<file path="config.mk">
export PLATFORM = sky130hd
export DESIGN_NAME = uart_tx
export DESIGN_NICKNAME = d
export VERILOG_FILES = /design/src/rtl/uart_tx_pkg.sv /design/src/rtl/uart_baud_cnt.sv /design/src/rtl/uart_tx.sv
export SDC_FILE = /design/constraint.sdc
export NUM_CORES = 1
export LEC_CHECK = 0
export ABC_AREA = 0
export CAP_MARGIN = 5
export CORE_ASPECT_RATIO = 0.8
export CORE_UTILIZATION = 50
export DETAILED_ROUTE_END_ITERATION = 16
export PLACE_DENSITY_LB_ADDON = 0.12
export SLEW_MARGIN = 10
export SYNTH_ARGS = -nofsm -noshare
export SYNTH_HDL_FRONTEND = slang
export SYNTH_SLANG_ARGS = --single-unit
</file>
<file path="constraint.sdc">
create_clock -name clk -period 3.85 [get_ports clk]
set_clock_uncertainty 0.1 [all_clocks]
set_input_delay 0.5775 -clock clk [delete_from_list [all_inputs] [get_ports clk]]
set_output_delay 0.5775 -clock clk [all_outputs]
set_load 0.01 [all_outputs]
</file>
<file path="src/rtl/uart_tx_pkg.sv">
// Shared UART transmit constants: FSM state encodings, default bit divider,
// serial line levels and bus read-request levels.
package uart_tx_pkg;

  localparam int UART_DIV_RATE = 434;  // 50 MHz / 115200

  localparam logic [2:0] UART_TX_IDLE      = 3'd0;
  localparam logic [2:0] UART_TX_LOAD      = 3'd1;
  localparam logic [2:0] UART_TX_START_BIT = 3'd2;
  localparam logic [2:0] UART_TX_DATA_BITS = 3'd3;
  localparam logic [2:0] UART_TX_STOP_BIT  = 3'd4;
  localparam logic [2:0] UART_TX_FINISH    = 3'd5;

  localparam logic UART_TX_IDLE_LVL  = 1'b1;
  localparam logic UART_TX_START_LVL = 1'b0;
  localparam logic UART_TX_STOP_LVL  = 1'b1;

  localparam logic READ_REQ_EN  = 1'b1;
  localparam logic READ_REQ_DIS = 1'b0;

endpackage

</file>
<file path="src/rtl/uart_baud_cnt.sv">
// Bit-period divider: load starts a DIV_RATE-cycle period, tick marks its final cycle.
// No backpressure; tick is a combinational decode of the counter.
module uart_baud_cnt
  import uart_tx_pkg::*;
#(
  parameter int DIV_RATE = UART_DIV_RATE
) (
  input  logic clk,
  input  logic resetn,
  input  logic load,
  output logic tick
);

  localparam int CW = $clog2(DIV_RATE);

  logic [CW-1:0] cnt;

  always_ff @(posedge clk or posedge resetn) begin
    if (resetn) begin
      cnt <= '0;
    end else if (load) begin
      cnt <= CW'(DIV_RATE - 1);
    end else if (cnt != '0) begin
      cnt <= cnt - CW'(1);
    end
  end

  assign tick = (cnt == '0);

endmodule

</file>
<file path="src/rtl/uart_tx.sv">
// Fetches up to FIFO_WORDS bus words into a byte buffer, then sends each byte as an 8N1 frame.
// First start bit one cycle after the last capture; 10*DIV_RATE cycles per byte; bus stalls just hold LOAD.
module uart_tx
  import uart_tx_pkg::*;
#(
  parameter int DIV_RATE   = UART_DIV_RATE,
  parameter int FIFO_WORDS = 4,
  parameter int WN_W       = 3
) (
  input  logic            clk,
  input  logic            resetn,
  input  logic            start,
  input  logic [WN_W-1:0] word_number,
  output logic            uart_slave_read_req,
  input  logic            uart_slave_read_valid,
  input  logic [31:0]     uart_slave_read_data,
  output logic            tx,
  output logic            busy,
  output logic            done
);

  localparam int NBYTES = 4 * FIFO_WORDS;
  localparam int AW     = $clog2(NBYTES);
  localparam int BI_W   = AW + 1;  // one spare bit so the byte index never wraps

  logic [2:0]      state;
  logic [WN_W-1:0] limit;
  logic [WN_W-1:0] lim_in;
  logic [WN_W-1:0] word_cnt;
  logic [BI_W-1:0] byte_idx;
  logic [BI_W-1:0] last_byte;
  logic [2:0]      bit_idx;
  logic [7:0]      fifo [NBYTES];
  logic [AW-1:0]   wr_base;
  logic            tick;
  logic            baud_load;
  logic            in_bit;
  logic            capture;
  logic            last_word;

  // Oversized requests are clamped to the buffer depth rather than wrapped.
  assign lim_in    = (int'(word_number) > FIFO_WORDS) ? WN_W'(FIFO_WORDS) : word_number;
  assign capture   = (state == UART_TX_LOAD) && uart_slave_read_valid;
  assign last_word = (word_cnt == limit - WN_W'(1));
  assign last_byte = BI_W'({limit, 2'b00}) - BI_W'(1);
  assign wr_base   = AW'({word_cnt, 2'b00});
  assign in_bit    = (state == UART_TX_START_BIT) || (state == UART_TX_DATA_BITS) ||
                     (state == UART_TX_STOP_BIT);
  assign baud_load = (capture && last_word) || (in_bit && tick);

  uart_baud_cnt #(
    .DIV_RATE(DIV_RATE)
  ) u_baud (
    .clk   (clk),
    .resetn(resetn),
    .load  (baud_load),
    .tick  (tick)
  );

  always_ff @(posedge clk) begin
    if (capture) begin
      for (int i = 0; i < 4; i++) begin
        fifo[wr_base + AW'(i)] <= uart_slave_read_data[8*i +: 8];
      end
    end
  end

  always_ff @(posedge clk or posedge resetn) begin
    if (resetn) begin
      state    <= UART_TX_IDLE;
      limit    <= '0;
      word_cnt <= '0;
      byte_idx <= '0;
      bit_idx  <= '0;
    end else begin
      case (state)
        UART_TX_IDLE: begin
          if (start) begin
            limit    <= lim_in;
            word_cnt <= '0;
            byte_idx <= '0;
            bit_idx  <= '0;
            state    <= (lim_in == '0) ? UART_TX_FINISH : UART_TX_LOAD;
          end
        end
        UART_TX_LOAD: begin
          if (capture) begin
            word_cnt <= word_cnt + WN_W'(1);
            if (last_word) state <= UART_TX_START_BIT;
          end
        end
        UART_TX_START_BIT: begin
          if (tick) begin
            bit_idx <= '0;
            state   <= UART_TX_DATA_BITS;
          end
        end
        UART_TX_DATA_BITS: begin
          if (tick) begin
            if (bit_idx == 3'd7) state <= UART_TX_STOP_BIT;
            else bit_idx <= bit_idx + 3'd1;
          end
        end
        UART_TX_STOP_BIT: begin
          if (tick) begin
            byte_idx <= byte_idx + BI_W'(1);
            state    <= (byte_idx == last_byte) ? UART_TX_FINISH : UART_TX_START_BIT;
          end
        end
        UART_TX_FINISH: state <= UART_TX_IDLE;
        default:        state <= UART_TX_IDLE;
      endcase
    end
  end

  always_comb begin
    tx = UART_TX_IDLE_LVL;
    case (state)
      UART_TX_START_BIT: tx = UART_TX_START_LVL;
      UART_TX_DATA_BITS: tx = fifo[byte_idx[AW-1:0]][bit_idx];
      UART_TX_STOP_BIT:  tx = UART_TX_STOP_LVL;
      default:           tx = UART_TX_IDLE_LVL;
    endcase
  end

  assign busy                = (state != UART_TX_IDLE);
  assign done                = (state == UART_TX_FINISH);
  assign uart_slave_read_req = (state == UART_TX_LOAD) ? READ_REQ_EN : READ_REQ_DIS;

endmodule

</file>
Word level (Yosys, flattened, before mapping)
Memories as Yosys holds them, arrays and structs flattened.
Cells that the tools add are included.
- register bits: 26
- memories: 1
- bits in writable memories: 128
- reduce and logical (&&, ||, !) cells: 20
- mux-type cells: 29
- order comparisons: 2
- equality and inequality tests: 16
- add/subtract/negate cells: 9
- memory list (name ; words ; bits a word ; read ports ; clocked after memory_dff ; wr ports ; line ; source):
    fifo ; 16 ; 8 ; 1 ; 0 ; 4 ; uart_tx.sv:33 ; logic [7:0] fifo [NBYTES];
- operators by type and width (cell ; count):
    $mux W3 ; 15
    $mux W9 ; 2
    $pmux W3 S5 ; 1
    $ne A2 B2 Y1 const B ; 7
    $mux W5 ; 2
    $pmux W5 S2 ; 1
    $eq A3 B3 Y1 const B ; 3
    $logic_not A9 Y1 ; 1
    $pmux W3 S3 ; 1
    $reduce_bool A9 Y1 ; 1
    $sub A9 B1 Y9 const B ; 1
    $add A4 B2 Y4 const B ; 2
    $reduce_and A7 Y1 ; 1
    $add A3 B1 Y3 const B ; 2
    $eq A3 B2 Y1 const B ; 2
    $logic_not A3 Y1 ; 2
    $pmux W3 S2 ; 1
    $reduce_and A3 Y1 ; 2
    $reduce_bool A2 Y1 ; 3
    $reduce_bool A3 Y1 ; 2
    $add A5 B1 Y5 const B ; 1
    $eq A5 B5 Y1 ; 1
    $reduce_and A5 Y1 ; 1
    $sub A5 B1 Y5 const B ; 1
    13 further kinds ; 20

Logic depth before layout (Yosys ltp)
- depth after elaboration: 6
- mapped depth: 9
- gate-level depth less buffers: 8

By module
From an unflattened synthesis, not the netlist that was laid out.
- cells, all modules: 419
- area total of the unflattened synthesis: 6605.1 um2
- by module, submodules not included (module ; sequential area each (um2) ; cells an instance ; instances ; area an instance (um2)):
    uart_tx ; 4269.1 ; 372 ; 1 ; 6117.1
    uart_baud_cnt ; 225.2 ; 47 ; 1 ; 488.0

Least setup slack after synthesis
OpenSTA, ideal clock, no wires.
- path type: reg2out
- from: register byte_idx[0]
- to: output tx
- data required time: 3172 ps
- arrival time: 2272 ps
- buffers on the path: 2
- cell stages (with the launch flop): 8
- setup slack: 901 ps
- path through: dfrtp_1 -> clkbuf_1 -> buf_2 -> mux4_2 -> a2111o_1 -> o22ai_1 -> o22ai_1 -> a21o_1
- word-level cells in the longest chain between the ends: 4
- RTL lines (what ; line ; source):
    start, declared ; uart_tx.sv:30 ; logic [BI_W-1:0] byte_idx;
    start signal, assigned ; uart_tx.sv:106 ; byte_idx <= byte_idx + BI_W'(1);
    $mem_v2 Z16 W8 ; - ;
    $bmux W1 S3 ; uart_tx.sv:120 ; UART_TX_DATA_BITS: tx = fifo[byte_idx[AW-1:0]][bit_idx];
    $mux W1 (not written as such) ; uart_tx.sv:120 ;
    $pmux W1 S2 ; uart_tx.sv:118 ; case (state)
    end, declared ; uart_tx.sv:17 ; output logic tx,
No other way between the ends. The select of a mux whose other input is x is not followed.

Worst setup path after layout
- from: register byte_idx[1]
- to: output tx
The elaborated chain is that of the path after synthesis.

==> run summary <==
MIN PATH
--------------------------------------------------------------------------------------
Min-delay worst type .................................................... flop to flop
Worst Hold Depth ........................................................            2
Hold_sp .................................................................     limit[2]
Worst min-delay path endpoint ...........................................     limit[2]

SETUP PATH
--------------------------------------------------------------------------------------
Worst Path Arrival ......................................................      2990 ps
Required time of the worst setup path ...................................      3170 ps
CP peak stage delay .....................................................       580 ps
Register-to-register setup slack ........................................      1340 ps
Length in cells of the worst reg-to-reg path ............................            6
CP Cell Sequence ........................................................ mux4_2 -> or2_0 -> a41o_1 -> a31oi_1 -> o32ai_1 -> a21o_1 -> clkdlybuf4s50_1
Category of the worst setup path launch point ...........................         flop
Maximum fanout along the worst path .....................................           13
Slowest stage cell, crit path ...........................................      dfrtp_4
Launching point of the worst reg2reg path ............................... u_baud.cnt[3]
Sort of element at the end of the critical path ......................... primary output
Reg2Reg Capture Point ...................................................   bit_idx[0]
Critical Setup Path Class ............................................... flop to primary output

YOSYS
--------------------------------------------------------------------------------------
Commonest cells in the netlist .......................................... edfxtp_1, nand2_1, dfrtp_1
Number of different library cells in the post-synthesis netlist .........           56
Yosys warning total .....................................................            0
Synth top area cells .................................................... edfxtp_1, dfrtp_1, mux4_2
Library cell with the largest summed area after synthesis ...............     edfxtp_1
Synthesized netlist net count ...........................................          450
Ys flop type ............................................................     edfxtp_1
Library cell with the highest instance count after synthesis ............     edfxtp_1
Mean Syn Cell Area ......................................................    16.3 um^2
Post-Syn Instances ......................................................          402
Number of synthesized flops with an enable pin ..........................          128
Sequential-to-total area share from yosys stat ..........................        68.7%
Synthesized cell area ...................................................    6540 um^2
Post-synthesis async set-or-reset flop share ............................        16.9%
Share of the synthesized area in the top cell type ......................        58.8%
Flops & latches, synth ..................................................          154

JOB
--------------------------------------------------------------------------------------
Max cap viols ...........................................................            0

CELLS AND AREA
--------------------------------------------------------------------------------------
Syn-to-layout area delta ................................................        19.5%
Post-layout net count ...................................................          510
Final antenna diode count ...............................................            0
Fraction of final layout cells sized beyond drive strength 1 ............        17.9%
Count of filler cells inserted in the layout ............................          919

TIMING
--------------------------------------------------------------------------------------
Worst slew margin relative to its limit .................................        30.4%
Worst slew pin tran .....................................................      1040 ps
Final hold violation count ..............................................            0
Setup repair after global routing missed its margin .....................           no
Final slew viol count ...................................................            0
Highest achievable clock rate ...........................................      273 MHz
Total negative setup slack ..............................................         0 ps
Period utilization ......................................................        95.2%
Post-Route Hold Slack ...................................................       430 ps
Fin crit period .........................................................      3660 ps
# setup viols final .....................................................            0

CLOCK TREE
--------------------------------------------------------------------------------------
Depth of the CTS H-tree .................................................            4
CTS tree ................................................................          yes
Clock transition at the registers of the reported paths .................        60 ps
Clk Tree Root Cell ......................................................    clkbuf_16
Deepest clock path buffer count .........................................            2
CTS Buf Count ...........................................................           17
Clk sink count ..........................................................          154
Clock insertion delay at the later pin of the skew report ...............       420 ps

FLOORPLAN
--------------------------------------------------------------------------------------
Site row count ..........................................................           36
Std-Cell Core Area ......................................................  12,500 um^2
Total die area ..........................................................  13,500 um^2
Die height ..............................................................       104 um
IO Pins .................................................................           43
Horiz. Die Dim ..........................................................       130 um
Initial core utilization ................................................        52.4%

GLOBAL ROUTE
--------------------------------------------------------------------------------------
Number of global-route vias before repair ...............................        3,762
Combined global-route utilization of all metal layers ...................        21.5%
First-pass GRT wire length ..............................................    21,100 um
Maximum number of pins on one net before global-route repair ............           34
Initial antenna violation count .........................................            0
Grt ovf .................................................................            0

PWR
--------------------------------------------------------------------------------------
Maximum resistive drop on vdd ...........................................   0.000328 V
Leakage Power ...........................................................      2.69 nW
Power Dens Cells ........................................................  644 nW/um^2

ROUTING
--------------------------------------------------------------------------------------
Number of design rule violations left after detail routing ..............            0
Starting DRC count in detailed routing ..................................          295
Total length of routed wires ............................................    13,200 um
Average wire per standard cell ..........................................      20.4 um
Via-per-instance ratio ..................................................         5.68
ANT nets after route ....................................................            0
First-pass detailed-route iteration total ...............................            5
DR vias .................................................................        3,671

PLACED DESIGN
--------------------------------------------------------------------------------------
Weighted congestion reported at the end of routability-driven placement .        0.745
Count of input and output buffers .......................................           42
Hpwl dp .................................................................      8310 um

RUN STATUS
--------------------------------------------------------------------------------------
Run status .............................................................. complete, no violations

## final cells by class
cell class                      count  area (um^2)  share of cell area (%)
Sequential cell                   154         4500                    57.6
Inverter                           13         48.8                   0.624
Tap cell                          171          214                    2.74
Clock inverter                     15          140                    1.79
Timing Repair Buffer               59          568                    7.27
Clock buffer                       17          425                    5.44
Multi-Input combinational cell    217         1920                    24.6
## how the worst max path moves through the flow
stage,depth (start not counted),startpoint,to
after floorplan,7,byte_idx[0],tx
after global placement,7,byte_idx[1],tx
final,7,byte_idx[1],tx
after detailed placement,7,byte_idx[1],tx
after global routing,7,byte_idx[1],tx
after CTS,7,byte_idx[1],tx
## worst max-delay path, delay by kind of cell (launching register included)
family	cells	cell delay, ps
buffers and inverters	1	480
AND/OR/NAND/NOR	1	210
multiplexers	1	540
flip-flops	1	580
AO/OA/AOI/OAI	4	770
## where the power goes
part / switching (W) / internal [W]
registers: 0.000220 / 0.00192
clock network: 0.000695 / 0.000904
logic: 0.000612 / 0.000684
## registers in the layout, indices dropped and copies added (netlist names)
register	cells
word_cnt	3
limit	3
state	3
u_baud.cnt	9
byte_idx	5
bit_idx	3
fifo	128
## metal layers
metal	routed length [um]	share of wire (%)	global-route usage [%]
met5	0	0	0
met4	157	1.2	7.23
met3	773	5.9	6.07
met2	5950	45	30.8
met1	6290	48	31.7
## timing repair
item / CTS / global route
hold buffers: 0 / 0
setup endpoints to repair: 1 / 1
buffers inserted: 0 / 5
gates resized for setup: 3 / 1
## logic make-up (layout without fill, tap and decap cells)
group,Yosys count,after routing,synth area share (%)
adder cells (fa/ha/maj),9,9,1.72
multiplexers,52,52,12.6
AO/OA/AOI/OAI,44,44,4.78
buffers and inverters,31,104,1.93
AND/OR/NAND/NOR,96,96,7.84
flip-flops,154,154,68.7
XOR/XNOR,16,16,2.37
## stage by stage
step | utilization, % | setup slack [ps] | std cells | cell area [um^2] | total power (W)
final | 62.7 | 185 | 646 | 7820 | 0.00504
after CTS | 62.3 | 19.9 | 641 | 7770 | 0.00502
after detailed placement | 57.7 | 322 | 609 | 7200 | 0.00341
after global routing | 62.7 | 1.79 | 646 | 7820 | 0.00530
after global placement | 57.7 | 367 | 609 | 7200 | 0.00339
after floorplan | - | 901 | 402 | 6540 | 0.00304
## cells in the final DEF, fill, tap and decap left out, drive strengths merged, types with 2 or more instances in the layout
| master | count |
|---|---|
| a21oi | 5 |
| edfxtp | 128 |
| mux2 | 5 |
| xor2 | 8 |
| nand3 | 6 |
| inv | 20 |
| nor3 | 6 |
| clkinv | 6 |
| nand2 | 29 |
| o311ai | 2 |
| mux4 | 24 |
| nand4 | 3 |
| or3 | 2 |
| a22o | 2 |
| clkbuf | 17 |
| nor4 | 6 |
| ha | 9 |
| buf | 17 |
| nand2b | 6 |
| and3 | 5 |
| a31oi | 4 |
| xnor2 | 7 |
| clkdlybuf4s50 | 42 |
| nand3b | 3 |
| nor2b | 3 |
| and2 | 2 |
| o21ai | 13 |
| o22ai | 6 |
| mux2i | 23 |
| nor2 | 18 |
| dfrtp | 26 |
| or4 | 2 |
Note: power is estimated with default switching activity, not from simulation.
